File: src/rtl/nvdla_dbb_rd_arb_if.sv
// Bundle of the two upstream AR/R requester ports and the downstream DBB AR/R port.
interface nvdla_dbb_rd_arb_if #(
  parameter int AR_ADDR_WIDTH = 32,
  parameter int R_DATA_WIDTH  = 64
);
  logic [1:0]                    s_ar_valid;
  logic [1:0]                    s_ar_ready;
  logic [1:0][3:0]               s_ar_len;
  logic [1:0][AR_ADDR_WIDTH-1:0] s_ar_addr;
  logic [1:0][7:0]               s_ar_id;
  logic [1:0]                    s_r_valid;
  logic [1:0]                    s_r_ready;
  logic                          s_r_last;
  logic [R_DATA_WIDTH-1:0]       s_r_data;
  logic [7:0]                    s_r_id;

  logic                          m_ar_valid;
  logic                          m_ar_ready;
  logic [3:0]                    m_ar_len;
  logic [AR_ADDR_WIDTH-1:0]      m_ar_addr;
  logic [7:0]                    m_ar_id;
  logic                          m_r_valid;
  logic                          m_r_ready;
  logic                          m_r_last;
  logic [R_DATA_WIDTH-1:0]       m_r_data;
  logic [7:0]                    m_r_id;

  // Arbiter side
  modport master (
    input  s_ar_valid, s_ar_len, s_ar_addr, s_ar_id, s_r_ready,
    output s_ar_ready, s_r_valid, s_r_last, s_r_data, s_r_id,
    output m_ar_valid, m_ar_len, m_ar_addr, m_ar_id, m_r_ready,
    input  m_ar_ready, m_r_valid, m_r_last, m_r_data, m_r_id
  );

  // Requesters and downstream memory side
  modport slave (
    output s_ar_valid, s_ar_len, s_ar_addr, s_ar_id, s_r_ready,
    input  s_ar_ready, s_r_valid, s_r_last, s_r_data, s_r_id,
    input  m_ar_valid, m_ar_len, m_ar_addr, m_ar_id, m_r_ready,
    output m_ar_ready, m_r_valid, m_r_last, m_r_data, m_r_id
  );
endinterface

File: src/rtl/nvdla_dbb_rd_arb.sv
// Two-requester DBB read arbiter: round-robin AR grant with per-requester
// outstanding-burst limits, combinational R routing by ID bit 7.
module nvdla_dbb_rd_arb #(
  parameter int AR_ADDR_WIDTH   = 32,
  parameter int R_DATA_WIDTH    = 64,
  parameter int MAX_OUTSTANDING = 8
) (
  input  logic                 clk,
  input  logic                 rst_n,
  nvdla_dbb_rd_arb_if.master   bus,
  output logic                 err,
  output logic [1:0][3:0]      outstanding
);

  localparam logic [3:0] MAX_CNT = 4'(MAX_OUTSTANDING);

  typedef enum logic {IDLE, ISSUE} state_t;

  state_t                   state, state_nxt;
  logic                     grant, last_grant, pick;
  logic                     capture, ar_fire, r_done, sel;
  logic [1:0]               elig, inc, dec;
  logic [3:0]               len_q;
  logic [AR_ADDR_WIDTH-1:0] addr_q;
  logic [7:0]               id_q;
  logic [R_DATA_WIDTH-1:0]  r_data;

  always_comb begin
    for (int unsigned i = 0; i < 2; i++)
      elig[i] = bus.s_ar_valid[i] && (outstanding[i] < MAX_CNT);
  end

  // Tie goes to whichever requester was not granted last.
  assign pick = (elig == 2'b11) ? ~last_grant : elig[1];

  always_comb begin
    state_nxt      = state;
    capture        = 1'b0;
    ar_fire        = 1'b0;
    bus.s_ar_ready = '0;
    case (state)
      IDLE: begin
        if (|elig) begin
          capture              = 1'b1;
          bus.s_ar_ready[pick] = 1'b1;
          state_nxt            = ISSUE;
        end
      end
      ISSUE: begin
        if (bus.m_ar_ready) begin
          ar_fire   = 1'b1;
          state_nxt = IDLE;
        end
      end
      default: state_nxt = IDLE;
    endcase
  end

  always_ff @(posedge clk or negedge rst_n) begin
    if (!rst_n) begin
      state      <= IDLE;
      grant      <= 1'b0;
      last_grant <= 1'b1;
      len_q      <= '0;
      addr_q     <= '0;
      id_q       <= '0;
    end else begin
      state <= state_nxt;
      if (capture) begin
        grant  <= pick;
        len_q  <= bus.s_ar_len[pick];
        addr_q <= bus.s_ar_addr[pick];
        id_q   <= {pick, bus.s_ar_id[pick][6:0]};
      end
      if (ar_fire)
        last_grant <= grant;
    end
  end

  assign bus.m_ar_valid = (state == ISSUE);
  assign bus.m_ar_len   = len_q;
  assign bus.m_ar_addr  = addr_q;
  assign bus.m_ar_id    = id_q;

  assign sel           = bus.m_r_id[7];
  assign bus.s_r_valid = bus.m_r_valid ? (sel ? 2'b10 : 2'b01) : 2'b00;
  assign bus.m_r_ready = bus.s_r_ready[sel];
  assign r_data        = bus.m_r_data;
  assign bus.s_r_data  = r_data;
  assign bus.s_r_last  = bus.m_r_last;
  assign bus.s_r_id    = {1'b0, bus.m_r_id[6:0]};
  assign r_done        = bus.m_r_valid && bus.m_r_ready && bus.m_r_last;

  always_comb begin
    for (int unsigned i = 0; i < 2; i++) begin
      inc[i] = ar_fire && (grant == 1'(i));
      dec[i] = r_done && (sel == 1'(i));
    end
  end

  // Simultaneous inc/dec cancel; underflow holds at zero and flags err.
  always_ff @(posedge clk or negedge rst_n) begin
    if (!rst_n) begin
      outstanding <= '0;
      err         <= 1'b0;
    end else begin
      for (int unsigned i = 0; i < 2; i++) begin
        if (inc[i] && !dec[i])
          outstanding[i] <= outstanding[i] + 4'd1;
        else if (dec[i] && !inc[i]) begin
          if (outstanding[i] == 4'd0)
            err <= 1'b1;
          else
            outstanding[i] <= outstanding[i] - 4'd1;
        end
      end
      if (capture && bus.s_ar_id[pick][7])
        err <= 1'b1;
    end
  end

endmodule
File: src/flat_wrapper.sv
// flat-port wrapper written by rule: the top's interface ports become plain ports
module nvdla_dbb_rd_arb_flat 
#(
  parameter int AR_ADDR_WIDTH   = 32,
  parameter int R_DATA_WIDTH    = 64,
  parameter int MAX_OUTSTANDING = 8
)
  (clk, rst_n, err, outstanding, bus_s_ar_valid, bus_s_ar_len, bus_s_ar_addr, bus_s_ar_id, bus_s_r_ready, bus_s_ar_ready, bus_s_r_valid, bus_s_r_last, bus_s_r_data, bus_s_r_id, bus_m_ar_valid, bus_m_ar_len, bus_m_ar_addr, bus_m_ar_id, bus_m_r_ready, bus_m_ar_ready, bus_m_r_valid, bus_m_r_last, bus_m_r_data, bus_m_r_id);
  nvdla_dbb_rd_arb_if #(.AR_ADDR_WIDTH(AR_ADDR_WIDTH), .R_DATA_WIDTH(R_DATA_WIDTH)) bus_i ();
  input  logic clk;
  input  logic rst_n;
  output logic err;
  output logic [1:0][3:0] outstanding;
  input wire logic [$bits(bus_i.s_ar_valid)-1:0] bus_s_ar_valid;
  input wire logic [$bits(bus_i.s_ar_len)-1:0] bus_s_ar_len;
  input wire logic [$bits(bus_i.s_ar_addr)-1:0] bus_s_ar_addr;
  input wire logic [$bits(bus_i.s_ar_id)-1:0] bus_s_ar_id;
  input wire logic [$bits(bus_i.s_r_ready)-1:0] bus_s_r_ready;
  output wire logic [$bits(bus_i.s_ar_ready)-1:0] bus_s_ar_ready;
  output wire logic [$bits(bus_i.s_r_valid)-1:0] bus_s_r_valid;
  output wire logic [$bits(bus_i.s_r_last)-1:0] bus_s_r_last;
  output wire logic [$bits(bus_i.s_r_data)-1:0] bus_s_r_data;
  output wire logic [$bits(bus_i.s_r_id)-1:0] bus_s_r_id;
  output wire logic [$bits(bus_i.m_ar_valid)-1:0] bus_m_ar_valid;
  output wire logic [$bits(bus_i.m_ar_len)-1:0] bus_m_ar_len;
  output wire logic [$bits(bus_i.m_ar_addr)-1:0] bus_m_ar_addr;
  output wire logic [$bits(bus_i.m_ar_id)-1:0] bus_m_ar_id;
  output wire logic [$bits(bus_i.m_r_ready)-1:0] bus_m_r_ready;
  input wire logic [$bits(bus_i.m_ar_ready)-1:0] bus_m_ar_ready;
  input wire logic [$bits(bus_i.m_r_valid)-1:0] bus_m_r_valid;
  input wire logic [$bits(bus_i.m_r_last)-1:0] bus_m_r_last;
  input wire logic [$bits(bus_i.m_r_data)-1:0] bus_m_r_data;
  input wire logic [$bits(bus_i.m_r_id)-1:0] bus_m_r_id;
  assign bus_i.s_ar_valid = bus_s_ar_valid;
  assign bus_i.s_ar_len = bus_s_ar_len;
  assign bus_i.s_ar_addr = bus_s_ar_addr;
  assign bus_i.s_ar_id = bus_s_ar_id;
  assign bus_i.s_r_ready = bus_s_r_ready;
  assign bus_s_ar_ready = bus_i.s_ar_ready;
  assign bus_s_r_valid = bus_i.s_r_valid;
  assign bus_s_r_last = bus_i.s_r_last;
  assign bus_s_r_data = bus_i.s_r_data;
  assign bus_s_r_id = bus_i.s_r_id;
  assign bus_m_ar_valid = bus_i.m_ar_valid;
  assign bus_m_ar_len = bus_i.m_ar_len;
  assign bus_m_ar_addr = bus_i.m_ar_addr;
  assign bus_m_ar_id = bus_i.m_ar_id;
  assign bus_m_r_ready = bus_i.m_r_ready;
  assign bus_i.m_ar_ready = bus_m_ar_ready;
  assign bus_i.m_r_valid = bus_m_r_valid;
  assign bus_i.m_r_last = bus_m_r_last;
  assign bus_i.m_r_data = bus_m_r_data;
  assign bus_i.m_r_id = bus_m_r_id;
  nvdla_dbb_rd_arb #(.AR_ADDR_WIDTH(AR_ADDR_WIDTH), .R_DATA_WIDTH(R_DATA_WIDTH), .MAX_OUTSTANDING(MAX_OUTSTANDING)) u_core (.clk(clk), .rst_n(rst_n), .bus(bus_i), .err(err), .outstanding(outstanding));
endmodule
File: config.mk
export PLATFORM = sky130hd
export DESIGN_NAME = nvdla_dbb_rd_arb_flat
export DESIGN_NICKNAME = d
export VERILOG_FILES = /design/src/rtl/nvdla_dbb_rd_arb_if.sv /design/src/rtl/nvdla_dbb_rd_arb.sv /design/src/flat_wrapper.sv
export SDC_FILE = /design/constraint.sdc
export NUM_CORES = 1
export LEC_CHECK = 0
export ABC_AREA = 1
export CORE_AREA = 2 2 118 120
export DETAILED_ROUTE_END_ITERATION = 6
export DIE_AREA = 0 0 120 122
export PLACE_DENSITY_LB_ADDON = 0.3
export SYNTH_ARGS = -nofsm -noshare
export SYNTH_HDL_FRONTEND = slang
export SYNTH_SLANG_ARGS = --single-unit
File: constraint.sdc
create_clock -name clk -period 3.76 [get_ports clk]
set_clock_uncertainty 0.15 [all_clocks]
set_input_delay 0.564 -clock clk [delete_from_list [all_inputs] [get_ports clk]]
set_output_delay 0.564 -clock clk [all_outputs]
set_load 0.005 [all_outputs]
* Word level (Yosys, flattened, before mapping)
Cells that the tools add are included.
** Word-level totals
- Register bits after elaboration :: 56
- Output and inout bits :: 132
** Operators by class
- $add $sub $neg :: 4
- Order comparisons :: 5
- Equal/unequal tests :: 3
- Muxes and demuxes :: 34
- Bitwise logic cells :: 4
- Reduce and logical (&&, ||, !) cells :: 25
** Operators by type and width (number)
- $mux W32 :: 2
- $mux W4 :: 8
- $mux W1 :: 16
- $mux W8 :: 2
- $logic_and A1 B1 Y1 :: 14
- $add A4 B1 Y4 const B :: 2
- $logic_not A4 Y1 :: 2
- $lt A4 B4 Y1 const B :: 2
- $mux W2 :: 4
- $sub A4 B1 Y4 const B :: 2
- $logic_not A1 Y1 :: 4
- $lt A1 B2 Y1 const B :: 2
- $ne A2 B1 Y1 const B :: 2
- $not A1 Y1 :: 4
- $reduce_and A2 Y1 :: 2
- $reduce_bool A2 Y1 :: 2
- $eq A2 B2 Y1 const B :: 1
- $pmux W1 S2 :: 1
- $reduce_or A2 Y1 :: 1
- $demux W1 S1 :: 1
- $ge A1 B1 Y1 const B :: 1

* Depth between registers and ports, before layout
- Depth after elaboration :: 12
- Gate-level depth with buffers :: 12
- Gate-level depth less buffers :: 12

* Worst setup path before layout
Ideal clock, no wire load.
- Path kind :: input to register
- From :: input bus_m_ar_ready
- To :: register u_core.outstanding[7] (netlist bit)
- Setup time :: 0.116 ns
- Arrival time :: 1.829 ns
- Required time :: 3.494 ns
- Setup slack :: 1.664 ns
- Stages on the path :: 10
- Buffers on the path :: 0
- Cells stage by stage :: nand2_1 > nor2_1 > ha_1 > inv_1 > ha_1 > or2_2 > nand3_1 > nand2_1 > nand2_1 > nand2_1
** Between the ends
- Word-level cells in the longest chain between the ends :: 7
** RTL lines
- from (decl) :: RTL line flat_wrapper.sv:29 : input wire logic [$bits(bus_i.m_ar_ready)-1:0] bus_m_ar_ready;
- $mux W1 (*) :: RTL line nvdla_dbb_rd_arb.sv:50 : if (bus.m_ar_ready) begin
- $mux W1 (*) :: RTL line nvdla_dbb_rd_arb.sv:41 : case (state)
- $logic_and A1 B1 Y1 (*) :: RTL line nvdla_dbb_rd_arb.sv:96 : inc[i] = ar_fire && (grant == 1'(i));
- $logic_not A1 Y1 :: RTL line nvdla_dbb_rd_arb.sv:110 : else if (dec[i] && !inc[i]) begin
- $logic_and A1 B1 Y1 :: RTL line nvdla_dbb_rd_arb.sv:110
- $reduce_bool A2 Y1 (no line)
- $reduce_and A2 Y1 (no line)
- to (signal, indexed assignment) :: RTL line nvdla_dbb_rd_arb.sv:109 : outstanding[i] <= outstanding[i] + 4'd1;
- to (signal, indexed assignment) :: RTL line nvdla_dbb_rd_arb.sv:114 : outstanding[i] <= outstanding[i] - 4'd1;
- to (decl) :: RTL line nvdla_dbb_rd_arb.sv:12 : output logic [1:0][3:0] outstanding
Every way passes the cells marked *; elsewhere a longest branch is shown, timed or not.
A chain may end at the register's enable or synchronous reset.

* Worst setup path in the final report
- From :: input bus_s_ar_valid[0]
- To :: output bus_s_ar_ready[0]
** Between the ends
- Word-level cells in the longest chain between the ends :: 9
** RTL lines
- from (decl) :: RTL line flat_wrapper.sv:14 : input wire logic [$bits(bus_i.s_ar_valid)-1:0] bus_s_ar_valid;
- $logic_and A1 B1 Y1 (*) :: RTL line nvdla_dbb_rd_arb.sv:30 : elig[i] = bus.s_ar_valid[i] && (outstanding[i] < MAX_CNT);
- $eq A2 B2 Y1 :: RTL line nvdla_dbb_rd_arb.sv:34 : assign pick = (elig == 2'b11) ? ~last_grant : elig[1];
- $mux W1 :: RTL line nvdla_dbb_rd_arb.sv:34
- $lt A1 B2 Y1 (implied by the code) or $ge A1 B1 Y1 (tied branches) :: RTL line nvdla_dbb_rd_arb.sv:45 : bus.s_ar_ready[pick] = 1'b1;
- $logic_and A1 B1 Y1 (implied by the code) :: RTL line nvdla_dbb_rd_arb.sv:45
- $mux W1 (implied by the code) :: RTL line nvdla_dbb_rd_arb.sv:45
- $demux W1 S1
- $mux W2 (*) :: RTL line nvdla_dbb_rd_arb.sv:43 : if (|elig) begin
- $mux W2 (*) :: RTL line nvdla_dbb_rd_arb.sv:41
- to (decl) :: RTL line flat_wrapper.sv:19 : output wire logic [$bits(bus_i.s_ar_ready)-1:0] bus_s_ar_ready;
Marks and branches as above.

==> impl_metrics.json <==
{
  "status": "finished clean",
  "syn_area_per_cell_um2": 7.16,
  "port_buffers": 157,
  "synth.most_common_cell": "nand2_1",
  "numClockSinks": 55,
  "arrival_ns": 1.96,
  "hold_class": "in -> async",
  "postCtsSetupBuffers": 0,
  "power.density_nw_per_um2": 668,
  "required_ns": 3.05,
  "rows": 43,
  "period_share_pct": 71.2,
  "worstSetupStartpointType": "input port",
  "grt_setup_unrepaired": "no",
  "setup_viol": 0,
  "finalWirelength_um": 10100,
  "place_ws_ns": 0.999,
  "worstSetupEndpoint": "bus_s_ar_ready[0]",
  "start_util_pct": 27.7,
  "ff2ff_setup_slack_ns": 1.57,
  "core_area_um2": 13500,
  "reg2reg_to": "u_core.outstanding[7]$_DFFE_PN0P_",
  "grt_pass1_vias": 3359,
  "via_per_inst": 4.35,
  "report.power.total_uw": 3380,
  "post-dp-hpwl_um": 7270,
  "htreeDepth": 2,
  "dr.pass1.iters": 4,
  "grt_pass1_wl_um": 16100,
  "synthToLayoutAreaGrowth_pct": 35.0,
  "synth_flop_cell": "dfrtp_1",
  "die_h_um": 122,
  "synth_common_cells": "233 x nand2_1, 77 x buf_4, 54 x dfrtp_1",
  "cts_inserted_buffers": 5,
  "maxCapViolations": 0,
  "wl_per_cell_um": 12.9,
  "yosysSeqAreaShare_pct": 36.8,
  "die-width_um": 120,
  "worstReg2RegStart": "u_core.bus.m_ar_valid$_DFF_PN0_",
  "ys_types": 23,
  "grt_util_all_layers_pct": 13.5,
  "worst-setup-path-type": "in -> out",
  "finalSetupTns_ns": 0,
  "synthCells": 523,
  "relSlewSlack_pct": 54.1,
  "fmax_mhz": 373,
  "ys_top_cells_by_area": "dfrtp_1 36%, nand2_1 23%, buf_4 15%, nand3_1 6.3%, inv_1 3.4%",
  "fill_cells": 1389,
  "synth_area_um2": 3740,
  "yosysTopAreaCell": "dfrtp_1",
  "hold_violations": 0,
  "grt_start_max_net_pins": 46,
  "cts_tree": "done",
  "io_pins": 301,
  "synth_edf_count": 0,
  "p_leak_uw": 0.00253,
  "clk_path_buf_depth": 2,
  "slew_violations": 0,
  "cts.reportedPaths.clkPinSlew_ns": 0.07,
  "yosysWarnings": 0,
  "cts_hold_buffers": 0,
  "cts.repair.resized": 0,
  "drc": 0,
  "end_kind": "output port",
  "final_nets": 778,
  "cts-root-buf": "clkbuf_16",
  "async_flop_share_pct": 100,
  "n_antenna_cell": 0,
  "first_iter_violations": 143,
  "irDropWorstVdd_v": 0.000301,
  "drive_above_1_share_pct": 4.50,
  "worst-slew-pin-transition_ns": 0.688,
  "synth_seq_cells": 55,
  "cp_max_fo": 2,
  "synth_nets": 702,
  "startpoint": "bus_s_ar_valid[0]",
  "dieArea_um2": 14600,
  "yosys.area.top_type_share_pct": 36.1,
  "gr-total-overflow": 0,
  "gp_congestion": 0.862,
  "setup_ws_ns": 1.08,
  "vias": 3396,
  "antenna_found_initial": 0,
  "postRouteAntennaNets": 0,
  "layout_min_cycle_time_ns": 2.68,
  "clock_latency_ns": 0.29,
  "reg2regPathDepth": 10
}
[where the power goes]
group	internal, uW	leakage [uW]	switching, uW	total, uW
registers	878	0.000675	201	1080
clock network	284	0.0000761	205	488
logic	923	0.00178	889	1810
[through the flow]
stage	util [%]	hold slack, ns	cells	area, um^2
3_5_place_dp	36.2	0.315	772	4890
4_1_cts	37.4	0.189	780	5050
6_report	37.4	0.150	780	5050
3_3_place_gp	36.2	0.312	772	4890
2_1_floorplan	-	0.118	523	3740
5_1_grt	37.4	0.224	780	5050
[critical path, cell delays in order]
cell and delay, ns:
clkdlybuf4s50_1 0.49, nand2_1 0.09, a21oi_4 0.17, inv_2 0.05
nor2_1 0.09, clkdlybuf4s50_1 0.51
[routing by layer]
metal,vias up,GRT usage (%),wire length (um)
li1,1677,-,-
met5,-,0,0
met3,29,4.49,854
met2,148,24.1,4940
met4,0,4.78,242
met1,1542,14.9,4020
[area by class of cell]
| cell class | count | area [um^2] | share of cell area [%] |
|---|---|---|---|
| timing repair buffer | 163 | 1610 | 31.9 |
| multi-input combinational | 335 | 1530 | 30.3 |
| sequential | 55 | 1380 | 27.3 |
| tap | 180 | 225 | 4.46 |
| clock buffer | 7 | 153 | 3.02 |
| inverter | 39 | 146 | 2.90 |
| clock inverter | 1 | 7.51 | 0.149 |
[worst min path at each step]
stage,start,end,cells after the start
detailed placement,u_core.bus.m_ar_addr[1]$_DFFE_PN0P_,u_core.bus.m_ar_addr[1]$_DFFE_PN0P_,2
global placement,u_core.bus.m_ar_len[3]$_DFFE_PN0P_,u_core.bus.m_ar_len[3]$_DFFE_PN0P_,2
floorplan,rst_n,u_core.bus.m_ar_addr[0]$_DFFE_PN0P_,0
CTS,rst_n,u_core.bus.m_ar_addr[14]$_DFFE_PN0P_,1
finish,rst_n,u_core.bus.m_ar_addr[14]$_DFFE_PN0P_,1
global route,rst_n,u_core.outstanding[7]$_DFFE_PN0P_,1
[layout by cell type (no fill, tap or decap), types with 2 or more instances in the layout]
master and n:
fa_1 2, clkdlybuf4s50_1 156, or2_2 2, nand4_1 3, clkbuf_16 5, buf_4 6
xnor2_1 4, nor2_1 12, nand3b_1 14, nand2_2 2, dfrtp_1 54, inv_1 34
o21ai_0 4, nand3_1 47, ha_1 8, clkbuf_8 2, inv_2 5, nand2_1 233
[kinds of logic after synthesis]
group                    after synthesis  synth area share, %
XOR/XNOR                               4                0.936
flip-flops                            55                 36.8
buffers and inverters                133                 22.2
adder cells (fa/ha/maj)               10                 3.74
AND/OR/NAND/NOR                      314                 35.1
other                                  1                0.100
AO/OA/AOI/OAI                          6                 1.10
[state kept, by name (all words and copies together), names as in the netlist]
name	cells
u_core.bus.m_ar_addr	32
u_core.outstanding	8
u_core.bus.m_ar_id	7
u_core.bus.m_ar_len	4
u_core.bus.m_ar_valid	1
u_core.err	1
u_core.grant	1
u_core.last_grant	1
No activity file was read; power rests on OpenSTA's default activity.
